**config.mk**
```make
export PLATFORM = sky130hd
export DESIGN_NAME = h264dc_quantise_flat
export DESIGN_NICKNAME = d
export VERILOG_FILES = /design/src/rtl/h264dc_quantise_if.sv /design/src/rtl/h264dc_quantise.sv /design/src/flat_wrapper.sv
export SDC_FILE = /design/constraint.sdc
export NUM_CORES = 1
export LEC_CHECK = 0
export ABC_AREA = 0
export BUFFER_PORTS_ARGS = -buffer_cell sky130_fd_sc_hd__buf_2
export CAP_MARGIN = 5
export CORE_MARGIN = 8
export CORE_UTILIZATION = 27
export CTS_CLUSTER_SIZE = 14
export DETAILED_ROUTE_END_ITERATION = 10
export MAX_ROUTING_LAYER = met4
export PLACE_DENSITY = 0.45
export SLEW_MARGIN = 20
export SYNTH_ARGS = -nofsm -noshare
export SYNTH_HDL_FRONTEND = slang
export SYNTH_SLANG_ARGS = --single-unit
```
**constraint.sdc**
```tcl
create_clock -name CLK -period 9 [get_ports CLK]
set_input_delay 0.9 -clock CLK [delete_from_list [all_inputs] [get_ports CLK]]
set_output_delay 0.9 -clock CLK [all_outputs]
set_load 0.02 [all_outputs]
```
**src/rtl/h264dc_quantise_if.sv**
```systemverilog
// Bus bundle for the chroma DC quantiser: upstream coefficient stream in,
// quantised level stream out, plus block-level QP/INTRA sideband.
interface h264dc_quantise_if;
  // Handshake: a beat moves on a rising edge only when valid and ready are
  // both high. Upstream (VALIDI/READYO) and downstream (VALID/READYI) behave
  // this way independently, and a source holds its data while it waits.
  logic               ENABLE;
  logic [5:0]         QP;
  logic               INTRA;
  logic               VALIDI;
  logic signed [15:0] YYIN;
  logic               READYO;
  logic               READYI;
  logic               VALID;
  logic signed [15:0] ZOUT;
  logic               LAST;
  logic               NZ;

  modport master (
    output ENABLE, QP, INTRA, VALIDI, YYIN, READYI,
    input  READYO, VALID, ZOUT, LAST, NZ
  );

  modport slave (
    input  ENABLE, QP, INTRA, VALIDI, YYIN, READYI,
    output READYO, VALID, ZOUT, LAST, NZ
  );
endinterface

```
**src/rtl/h264dc_quantise.sv**
```systemverilog
// Chroma DC quantiser: three-stage pipeline turning 2x2 Hadamard outputs into
// H.264 quantised levels, with a per-block nonzero flag for CBP decisions.
module h264dc_quantise #(
  parameter int QPMAX = 51,
  parameter int PIPE  = 3
) (
  input logic              CLK,
  input logic              RESET,
  h264dc_quantise_if.slave dc
);

  localparam logic [5:0]  QPMAX_L = 6'(QPMAX);
  // Only the three-stage build exists; any other depth never accepts input.
  localparam logic        PIPE_OK = (PIPE == 3);
  // Bit pattern 0101...01: shifting it right yields floor(2^n/3) for n <= 30.
  localparam logic [29:0] THIRDS  = 30'h1555_5555;

  // Block sequencing state
  logic [1:0]  idx_q, idx_d;
  logic [5:0]  qpl_q, qpl_d;
  logic        intral_q, intral_d;

  // Stage 1: magnitude, sign, multiplier and shift
  logic        v1_q, v1_d;
  logic        sign1_q, sign1_d;
  logic [14:0] a1_q, a1_d;
  logic [13:0] m1_q, m1_d;
  logic [4:0]  sh1_q, sh1_d;
  logic        intra1_q, intra1_d;
  logic        last1_q, last1_d;

  // Stage 2: rounded product
  logic        v2_q, v2_d;
  logic        sign2_q, sign2_d;
  logic [29:0] s2_q, s2_d;
  logic [4:0]  sh2_q, sh2_d;
  logic        last2_q, last2_d;

  // Stage 3: output register and nonzero accumulator
  logic        valid_q, valid_d;
  logic [15:0] zout_q, zout_d;
  logic        last_q, last_d;
  logic        nz_q, nz_d;
  logic        nzacc_q, nzacc_d;

  // Combinational helpers
  logic        adv;
  logic        ready;
  logic        accept;
  logic        first;
  logic [5:0]  qp_clamp;
  logic [5:0]  qp_eff;
  logic        intra_eff;
  logic [3:0]  qdiv;
  logic [2:0]  qmod;
  logic [13:0] mf;
  logic [14:0] a_mag;
  logic [4:0]  sh;
  logic [28:0] p;
  logic [29:0] f2;
  logic [15:0] z;
  logic        z_nz;

  always_comb begin
    adv       = !valid_q || dc.READYI;
    ready     = dc.ENABLE && adv && RESET && PIPE_OK;
    accept    = dc.VALIDI && ready;
    first     = (idx_q == 2'd0);
    qp_clamp  = (dc.QP > QPMAX_L) ? QPMAX_L : dc.QP;
    qp_eff    = first ? qp_clamp : qpl_q;
    intra_eff = first ? dc.INTRA : intral_q;
    qdiv      = 4'(qp_eff / 6'd6);
    qmod      = 3'(qp_eff % 6'd6);
    sh        = 5'd16 + {1'b0, qdiv};

    mf = 14'd13107;
    case (qmod)
      3'd0:    mf = 14'd13107;
      3'd1:    mf = 14'd11916;
      3'd2:    mf = 14'd10082;
      3'd3:    mf = 14'd9362;
      3'd4:    mf = 14'd8192;
      3'd5:    mf = 14'd7282;
      default: mf = 14'd13107;
    endcase

    // -32768 has no positive twin in 16 bits, so it saturates to 32767.
    if (dc.YYIN == 16'sh8000)
      a_mag = 15'h7fff;
    else if (dc.YYIN[15])
      a_mag = 15'(16'(~dc.YYIN) + 16'd1);
    else
      a_mag = dc.YYIN[14:0];

    p    = 29'(a1_q) * 29'(m1_q);
    f2   = intra1_q ? (THIRDS >> (5'd30 - sh1_q)) : (THIRDS >> (5'd31 - sh1_q));
    z    = 16'(s2_q >> sh2_q);
    z_nz = (z != 16'd0);
  end

  always_comb begin
    idx_d    = idx_q;
    qpl_d    = qpl_q;
    intral_d = intral_q;
    v1_d     = v1_q;
    sign1_d  = sign1_q;
    a1_d     = a1_q;
    m1_d     = m1_q;
    sh1_d    = sh1_q;
    intra1_d = intra1_q;
    last1_d  = last1_q;
    v2_d     = v2_q;
    sign2_d  = sign2_q;
    s2_d     = s2_q;
    sh2_d    = sh2_q;
    last2_d  = last2_q;
    valid_d  = valid_q;
    zout_d   = zout_q;
    last_d   = last_q;
    nz_d     = nz_q;
    nzacc_d  = nzacc_q;

    if (accept) begin
      idx_d = idx_q + 2'd1;
      if (first) begin
        qpl_d    = qp_clamp;
        intral_d = dc.INTRA;
      end
    end

    if (adv) begin
      v1_d = accept;
      if (accept) begin
        sign1_d  = dc.YYIN[15];
        a1_d     = a_mag;
        m1_d     = mf;
        sh1_d    = sh;
        intra1_d = intra_eff;
        last1_d  = (idx_q == 2'd3);
      end

      v2_d = v1_q;
      if (v1_q) begin
        sign2_d = sign1_q;
        s2_d    = {1'b0, p} + f2;
        sh2_d   = sh1_q;
        last2_d = last1_q;
      end

      valid_d = v2_q;
      if (v2_q) begin
        zout_d  = sign2_q ? (16'd0 - z) : z;
        last_d  = last2_q;
        nz_d    = nzacc_q || z_nz;
        // The next load can only happen once this LAST level has been taken,
        // so clearing here is the same as clearing on the downstream accept.
        nzacc_d = last2_q ? 1'b0 : (nzacc_q || z_nz);
      end else begin
        last_d = 1'b0;
        nz_d   = 1'b0;
      end
    end
  end

  always_ff @(posedge CLK or negedge RESET) begin
    if (!RESET) begin
      idx_q    <= 2'd0;
      qpl_q    <= 6'd0;
      intral_q <= 1'b0;
      v1_q     <= 1'b0;
      sign1_q  <= 1'b0;
      a1_q     <= 15'd0;
      m1_q     <= 14'd0;
      sh1_q    <= 5'd0;
      intra1_q <= 1'b0;
      last1_q  <= 1'b0;
      v2_q     <= 1'b0;
      sign2_q  <= 1'b0;
      s2_q     <= 30'd0;
      sh2_q    <= 5'd0;
      last2_q  <= 1'b0;
      valid_q  <= 1'b0;
      zout_q   <= 16'd0;
      last_q   <= 1'b0;
      nz_q     <= 1'b0;
      nzacc_q  <= 1'b0;
    end else begin
      idx_q    <= idx_d;
      qpl_q    <= qpl_d;
      intral_q <= intral_d;
      v1_q     <= v1_d;
      sign1_q  <= sign1_d;
      a1_q     <= a1_d;
      m1_q     <= m1_d;
      sh1_q    <= sh1_d;
      intra1_q <= intra1_d;
      last1_q  <= last1_d;
      v2_q     <= v2_d;
      sign2_q  <= sign2_d;
      s2_q     <= s2_d;
      sh2_q    <= sh2_d;
      last2_q  <= last2_d;
      valid_q  <= valid_d;
      zout_q   <= zout_d;
      last_q   <= last_d;
      nz_q     <= nz_d;
      nzacc_q  <= nzacc_d;
    end
  end

  assign dc.READYO = ready;
  assign dc.VALID  = valid_q;
  assign dc.ZOUT   = zout_q;
  assign dc.LAST   = last_q;
  assign dc.NZ     = nz_q;

endmodule

```
**src/flat_wrapper.sv**
```systemverilog
// flat-port wrapper written by rule: the top's interface ports become plain ports
module h264dc_quantise_flat 
#(
  parameter int QPMAX = 51,
  parameter int PIPE  = 3
)
  (CLK, RESET, dc_ENABLE, dc_QP, dc_INTRA, dc_VALIDI, dc_YYIN, dc_READYI, dc_READYO, dc_VALID, dc_ZOUT, dc_LAST, dc_NZ);
  h264dc_quantise_if dc_i ();
  input logic CLK;
  input logic RESET;
  input wire logic [$bits(dc_i.ENABLE)-1:0] dc_ENABLE;
  input wire logic [$bits(dc_i.QP)-1:0] dc_QP;
  input wire logic [$bits(dc_i.INTRA)-1:0] dc_INTRA;
  input wire logic [$bits(dc_i.VALIDI)-1:0] dc_VALIDI;
  input wire logic [$bits(dc_i.YYIN)-1:0] dc_YYIN;
  input wire logic [$bits(dc_i.READYI)-1:0] dc_READYI;
  output wire logic [$bits(dc_i.READYO)-1:0] dc_READYO;
  output wire logic [$bits(dc_i.VALID)-1:0] dc_VALID;
  output wire logic [$bits(dc_i.ZOUT)-1:0] dc_ZOUT;
  output wire logic [$bits(dc_i.LAST)-1:0] dc_LAST;
  output wire logic [$bits(dc_i.NZ)-1:0] dc_NZ;
  assign dc_i.ENABLE = dc_ENABLE;
  assign dc_i.QP = dc_QP;
  assign dc_i.INTRA = dc_INTRA;
  assign dc_i.VALIDI = dc_VALIDI;
  assign dc_i.YYIN = dc_YYIN;
  assign dc_i.READYI = dc_READYI;
  assign dc_READYO = dc_i.READYO;
  assign dc_VALID = dc_i.VALID;
  assign dc_ZOUT = dc_i.ZOUT;
  assign dc_LAST = dc_i.LAST;
  assign dc_NZ = dc_i.NZ;
  h264dc_quantise #(.QPMAX(QPMAX), .PIPE(PIPE)) u_core (.CLK(CLK), .RESET(RESET), .dc(dc_i));
endmodule
```
---- After elaboration in Yosys (flattened, before gate mapping) ----
Cells that the tools add are included.
storage, ports and cells
  register bits ........................... 105
  output and inout port bits .............. 20
  logic and storage cells ................. 64
cells by class
  add/subtract/negate cells ............... 7
  multipliers ............................. 1
  divide/modulo/power cells ............... 2
  magnitude comparators ................... 1
  eq/ne operators ......................... 7
  shift operators ......................... 3
  mux-type cells .......................... 11
  bitwise gates (word level) .............. 1
  reduce and logical (&&, ||, !) cells .... 11
operators by type and width
  cell                                                                   number
  14-bit one-hot mux with 5 select lines                                 1
  29-bit by 5-bit >> shifter with 30-bit output, first input constant    2
  29-bit by 30-bit adder with 30-bit output                              1
  15-bit 2-to-1 mux                                                      2
  30-bit 2-to-1 mux                                                      1
  30-bit by 5-bit >> shifter with 16-bit output                          1
  15-bit by 14-bit multiplier with 29-bit output                         1
  16-bit equality test, second input constant                            1
  16-bit 2-to-1 mux                                                      1
  16-bit nonzero test                                                    1
  1-bit by 16-bit subtractor with 16-bit output, first input constant    1
  15-bit by 1-bit adder with 15-bit output, second input constant        1
  15-bit NOT                                                             1
  6-bit 2-to-1 mux                                                       2
  5-bit subtractor, first input constant                                 2
  6-bit by 3-bit divider with 6-bit output, second input constant        1
  3-bit by 2-bit equality test with 1-bit output, second input constant  2
  3-bit equality test, second input constant                             2
  6-bit > comparator, second input constant                              1
  6-bit by 3-bit modulo with 6-bit output, second input constant         1
  2-bit AND reduction                                                    3
  5-bit by 4-bit adder with 5-bit output, first input constant           1
  1-bit 2-to-1 mux                                                       4
  3-bit by 1-bit equality test with 1-bit output, second input constant  1
  other kinds (6)                                                        9

---- Logic depth before layout (Yosys ltp) ----
  word-level depth ........................ 6
  gate-level depth with buffers ........... 27
  gate-level depth less buffers ........... 26

---- Least setup slack after synthesis ----
No wires, ideal clock.
  path kind ............................... register -> register
  start ................................... register u_core.sh1_q[1]
  end ..................................... register u_core.s2_q[27]
  setup time .............................. 0.136 ns
  arrival time ............................ 6.508 ns
  setup slack ............................. 2.356 ns
  cell stages (with the launch flop) ...... 26
  buffers on the path ..................... 1
  clock period less this slack ............ 6.644 ns
  cell sequence ........................... dfrtp_1 -> ha_1 -> nand4_1 -> xnor2_1 -> nand2_1 -> a21boi_0 -> fa_1 -> inv_1 -> fa_1 -> fa_1 -> inv_1 -> fa_1 -> fa_1 -> inv_1 -> fa_1 -> ha_1 -> clkbuf_1 -> a21oi_1 -> a21oi_1 -> o21bai_1 -> a41oi_1 -> o21ai_0 -> o21ai_0 -> o41ai_1 -> xor2_1 -> o21ai_0
on the way
  word-level cells in the longest chain between the ends .. 4
RTL lines
  element                                        RTL line                source
  start, declared                                h264dc_quantise.sv:28   logic [4:0] sh1_q, sh1_d;
  start signal, assigned                         h264dc_quantise.sv:174  sh1_q <= 5'd0;
  start signal, assigned                         h264dc_quantise.sv:195  sh1_q <= sh1_d;
  5-bit subtractor                               h264dc_quantise.sv:96   f2 = intra1_q ? (THIRDS >> (5'd30 - sh1_q)) : (THIRDS >> (5'd31 - sh1_q));
  29-bit by 5-bit >> shifter with 30-bit output  h264dc_quantise.sv:96
  30-bit 2-to-1 mux (*)                          h264dc_quantise.sv:96
  29-bit by 30-bit adder with 30-bit output (*)  h264dc_quantise.sv:145  s2_d = {1'b0, p} + f2;
  end signal, assigned                           h264dc_quantise.sv:179  s2_q <= 30'd0;
  end signal, assigned                           h264dc_quantise.sv:200  s2_q <= s2_d;
  end, declared                                  h264dc_quantise.sv:35   logic [29:0] s2_q, s2_d;
Mark *: on every way between the ends. The rest lies on a longest branch, timed or not.
A chain may end at the register's enable or synchronous reset.

---- Final worst setup path ----
  start ................................... register u_core.sh1_q[0]
  end ..................................... register u_core.s2_q[27]
The elaborated chain is that of the path after synthesis.

==> impl_metrics.env <==
export IMPL_status="complete, no violations"
export IMPL_ctsRootBufferMaster="clkbuf_16"
export IMPL_crit_path_end_kind="flip-flop"
export IMPL_gp_congestion=0.849
export IMPL_nFillCells=5493
export IMPL_ys_flop_type="dfrtp_1"
export IMPL_dieArea_sq_um=60200
export IMPL_drt_iter0_markers=598
export IMPL_grt_pass1_vias=11200
export IMPL_synth_edf_count=0
export IMPL_start_kind="flip-flop"
export IMPL_synth_cell_type_count=74
export IMPL_clock_sinks=104
export IMPL_drc=0
export IMPL_grt_pass1_wl_microns=62700
export IMPL_wl_microns=37900
export IMPL_rr_startpoint="u_core.sh1_q[0]"
export IMPL_numCtsBuffers=9
export IMPL_rows=84
export IMPL_hpwl_microns=30700
export IMPL_antenna_left=0
export IMPL_vias=10600
export IMPL_syn_area_sq_um=14200
export IMPL_cts_tree="built"
export IMPL_fp_coreArea_sq_um=52200
export IMPL_rsz0062_at_grt="false"
export IMPL_critPathKind="flip-flop to flip-flop"
export IMPL_hold_violations=0
export IMPL_final_common_cell="nand2_1"
export IMPL_setup_violations=0
export IMPL_worst_endpoint_required_ps=9240
export IMPL_die_w_microns=245
export IMPL_dr_wl_met2_microns=17700
export IMPL_yosys_area_share_simple=0.159
export IMPL_synth_mux_area_frac=0.0841
export IMPL_worstPathMaxFanout=8
export IMPL_hold_buffers=0
export IMPL_num_io_pins=48
export IMPL_first_pass_iters=5
export IMPL_drv_cap=0
export IMPL_mostFrequentLayoutCells="nand2_1 (261), inv_1 (213), fa_1 (182)"
export IMPL_slew_violations=0
export IMPL_layout_min_cycle_time_ps=7510
export IMPL_syn_to_final_growth_pct=8.04
export IMPL_grt_max_degree=62
export IMPL_synth_net_count=1862
export IMPL_grt_total_usage=0.133
export IMPL_fmax_ghz=0.133
export IMPL_synth_compound_area_frac=0.113
export IMPL_start_util=0.272
export IMPL_hp_class="flip-flop to flip-flop"
export IMPL_min_to="u_core.dc.LAST"
export IMPL_antenna_cells=0
export IMPL_worst_pin_slew_ps=949
export IMPL_reg2regPathDepth=22
export IMPL_crit_arrival_ps=7750
export IMPL_cts_htree_levels=3
export IMPL_maxSlewHeadroom=0.365
export IMPL_async_reset_ff_frac=1.00
export IMPL_fin_skew_ps=20.3
export IMPL_min_delay_start="u_core.dc.LAST"
export IMPL_synth_cells=1556
export IMPL_clk_pin_slew_worst_paths_ps=80
export IMPL_syn_avg_cell_area_sq_um=9.13
export IMPL_layout_nets=1851
export IMPL_reg2reg_slack_ps=1490
export IMPL_ys_seq_area_frac=0.183
export IMPL_port_buffers=47
export IMPL_wl_per_cell_microns=16.9
export IMPL_tns_ps=0
export IMPL_synthXorXnorAreaFrac=0.0389
export IMPL_vias_per_cell=4.73
export IMPL_cts_path_max_buffers=2
export IMPL_post_cts_buffers=0
export IMPL_yosys_warnings=0
export IMPL_synth_fa_ha_area_frac=0.341
export IMPL_die_y_microns=245
export IMPL_antenna_found_initial=0
export IMPL_dr_max_layer_used="met4"
export IMPL_grt_ovfl_total=0
export IMPL_wl_met3_microns=1240
export IMPL_met1_length_microns=18500
export IMPL_drive_gt1_frac=0.0897
export IMPL_fin_util=0.294
export IMPL_whs_path_depth=2
export IMPL_synth_top_family_by_area="adder cells"
export IMPL_insertion_delay_ps=380
export IMPL_finalCritPeriodShare=0.835
export IMPL_r2r_end="u_core.s2_q[27]"
export IMPL_ys_ff_latch=104
export IMPL_ctsResizeCount=0
-- cell type report --
class                           count  area (sq um)  share of cell area
Clock inverter                      5          45.0             0.00294
Tap cell                          688           861              0.0561
Sequential cell                   104          2610               0.170
Multi-Input combinational cell   1158         10500               0.682
Inverter                          216           811              0.0529
Timing Repair Buffer               56           305              0.0199
Clock buffer                       11           253              0.0165
-- metrics by stage --
| step | std cells | hold slack, ps | area (sq um) | worst slack, ps |
|---|---|---|---|---|
| 2_1_floorplan | 1556 | 440 | 14200 | 2360 |
| 3_3_place_gp | 2222 | 456 | 15000 | 1650 |
| 3_5_place_dp | 2222 | 463 | 15000 | 1510 |
| 4_1_cts | 2238 | 483 | 15300 | 1500 |
| 5_1_grt | 2238 | 498 | 15300 | 913 |
| 6_report | 2238 | 474 | 15300 | 1490 |
-- synth_stat cells (4+ instances only) --
cell / instances / area share
mux2i_1: 29 / 0.020
ha_1: 96 / 0.085
clkbuf_1: 63 / 0.017
and3_1: 6 / 0.0026
nor2b_1: 5 / 0.0022
nor3_1: 14 / 0.0049
o21a_1: 4 / 0.0021
buf_2: 9 / 0.0032
a21o_1: 12 / 0.0063
inv_1: 213 / 0.056
nor2_1: 52 / 0.014
a21oi_1: 52 / 0.018
o31ai_1: 10 / 0.0053
a31o_2: 4 / 0.0025
nand2_1: 261 / 0.069
a31oi_1: 7 / 0.0031
mux4_2: 34 / 0.054
o211ai_1: 5 / 0.0026
or4_1: 5 / 0.0026
dfrtp_1: 104 / 0.18
nand3_1: 18 / 0.0063
or2_2: 4 / 0.0018
o22ai_1: 7 / 0.0031
nand4_1: 5 / 0.0022
xor2_1: 33 / 0.020
fa_1: 182 / 0.26
a211oi_1: 6 / 0.0032
xnor2_1: 30 / 0.019
mux2_2: 11 / 0.0087
nand2b_1: 15 / 0.0066
o21ai_1: 7 / 0.0025
o21ai_0: 95 / 0.033
o21bai_1: 5 / 0.0026
and2_1: 90 / 0.040
-- logic make-up (layout without fill, tap and decap cells) --
family | Yosys count | after routing
AO/OA/AOI/OAI | 255 | 255
XOR/XNOR | 63 | 63
adder cells (fa/ha/maj) | 278 | 278
buffers and inverters | 294 | 288
flip-flops | 104 | 104
multiplexers | 75 | 75
AND/OR/NAND/NOR | 487 | 487
-- how the worst max path moves through the flow --
stage / from / end / slack (ps) / cells after the start
floorplan: u_core.sh1_q[1] / u_core.s2_q[27] / 2360 / 25
detailed placement: u_core.sh1_q[0] / u_core.s2_q[27] / 1510 / 24
global route: u_core.sh1_q[0] / u_core.s2_q[27] / 910 / 24
finish: u_core.sh1_q[0] / u_core.s2_q[27] / 1490 / 22
CTS: u_core.sh1_q[0] / u_core.s2_q[27] / 1500 / 24
global placement: u_core.sh1_q[0] / u_core.s2_q[27] / 1650 / 24
-- routing by layer --
| metal | track usage | up-vias |
|---|---|---|
| met1 | 0.181 | 5317 |
| met2 | 0.211 | 172 |
| li1 | - | 5065 |
| met4 | 0.0230 | 0 |
| met5 | - | - |
| met3 | 0.0206 | 29 |
-- critical path, stage by stage (launching register included) --
cell and delay (ps):
dfrtp_1 530, ha_1 310, nand4_1 180, xor2_1 510, nor2_1 210, fa_1 610, fa_1 450, fa_1 510
inv_1 50, fa_1 480, inv_1 60, fa_1 500, fa_1 490, ha_1 380, a21o_1 210, a21o_1 180
a21oi_1 190, a41oi_1 180, o21ai_0 530, o21ai_0 240, o41ai_1 340, xor2_1 170, o21ai_0 80
-- flip-flops by register name, indices dropped and copies added (netlist names), 2 cells and up --
name,count
u_core.sh1_q,5
u_core.qpl_q,6
u_core.dc.ZOUT,16
u_core.sh2_q,5
u_core.m1_q,13
u_core.a1_q,15
u_core.idx_q,2
u_core.s2_q,30
Power is not shown: default switching activity piles up to over one toggle a cycle in this logic, so the estimate is an artifact.
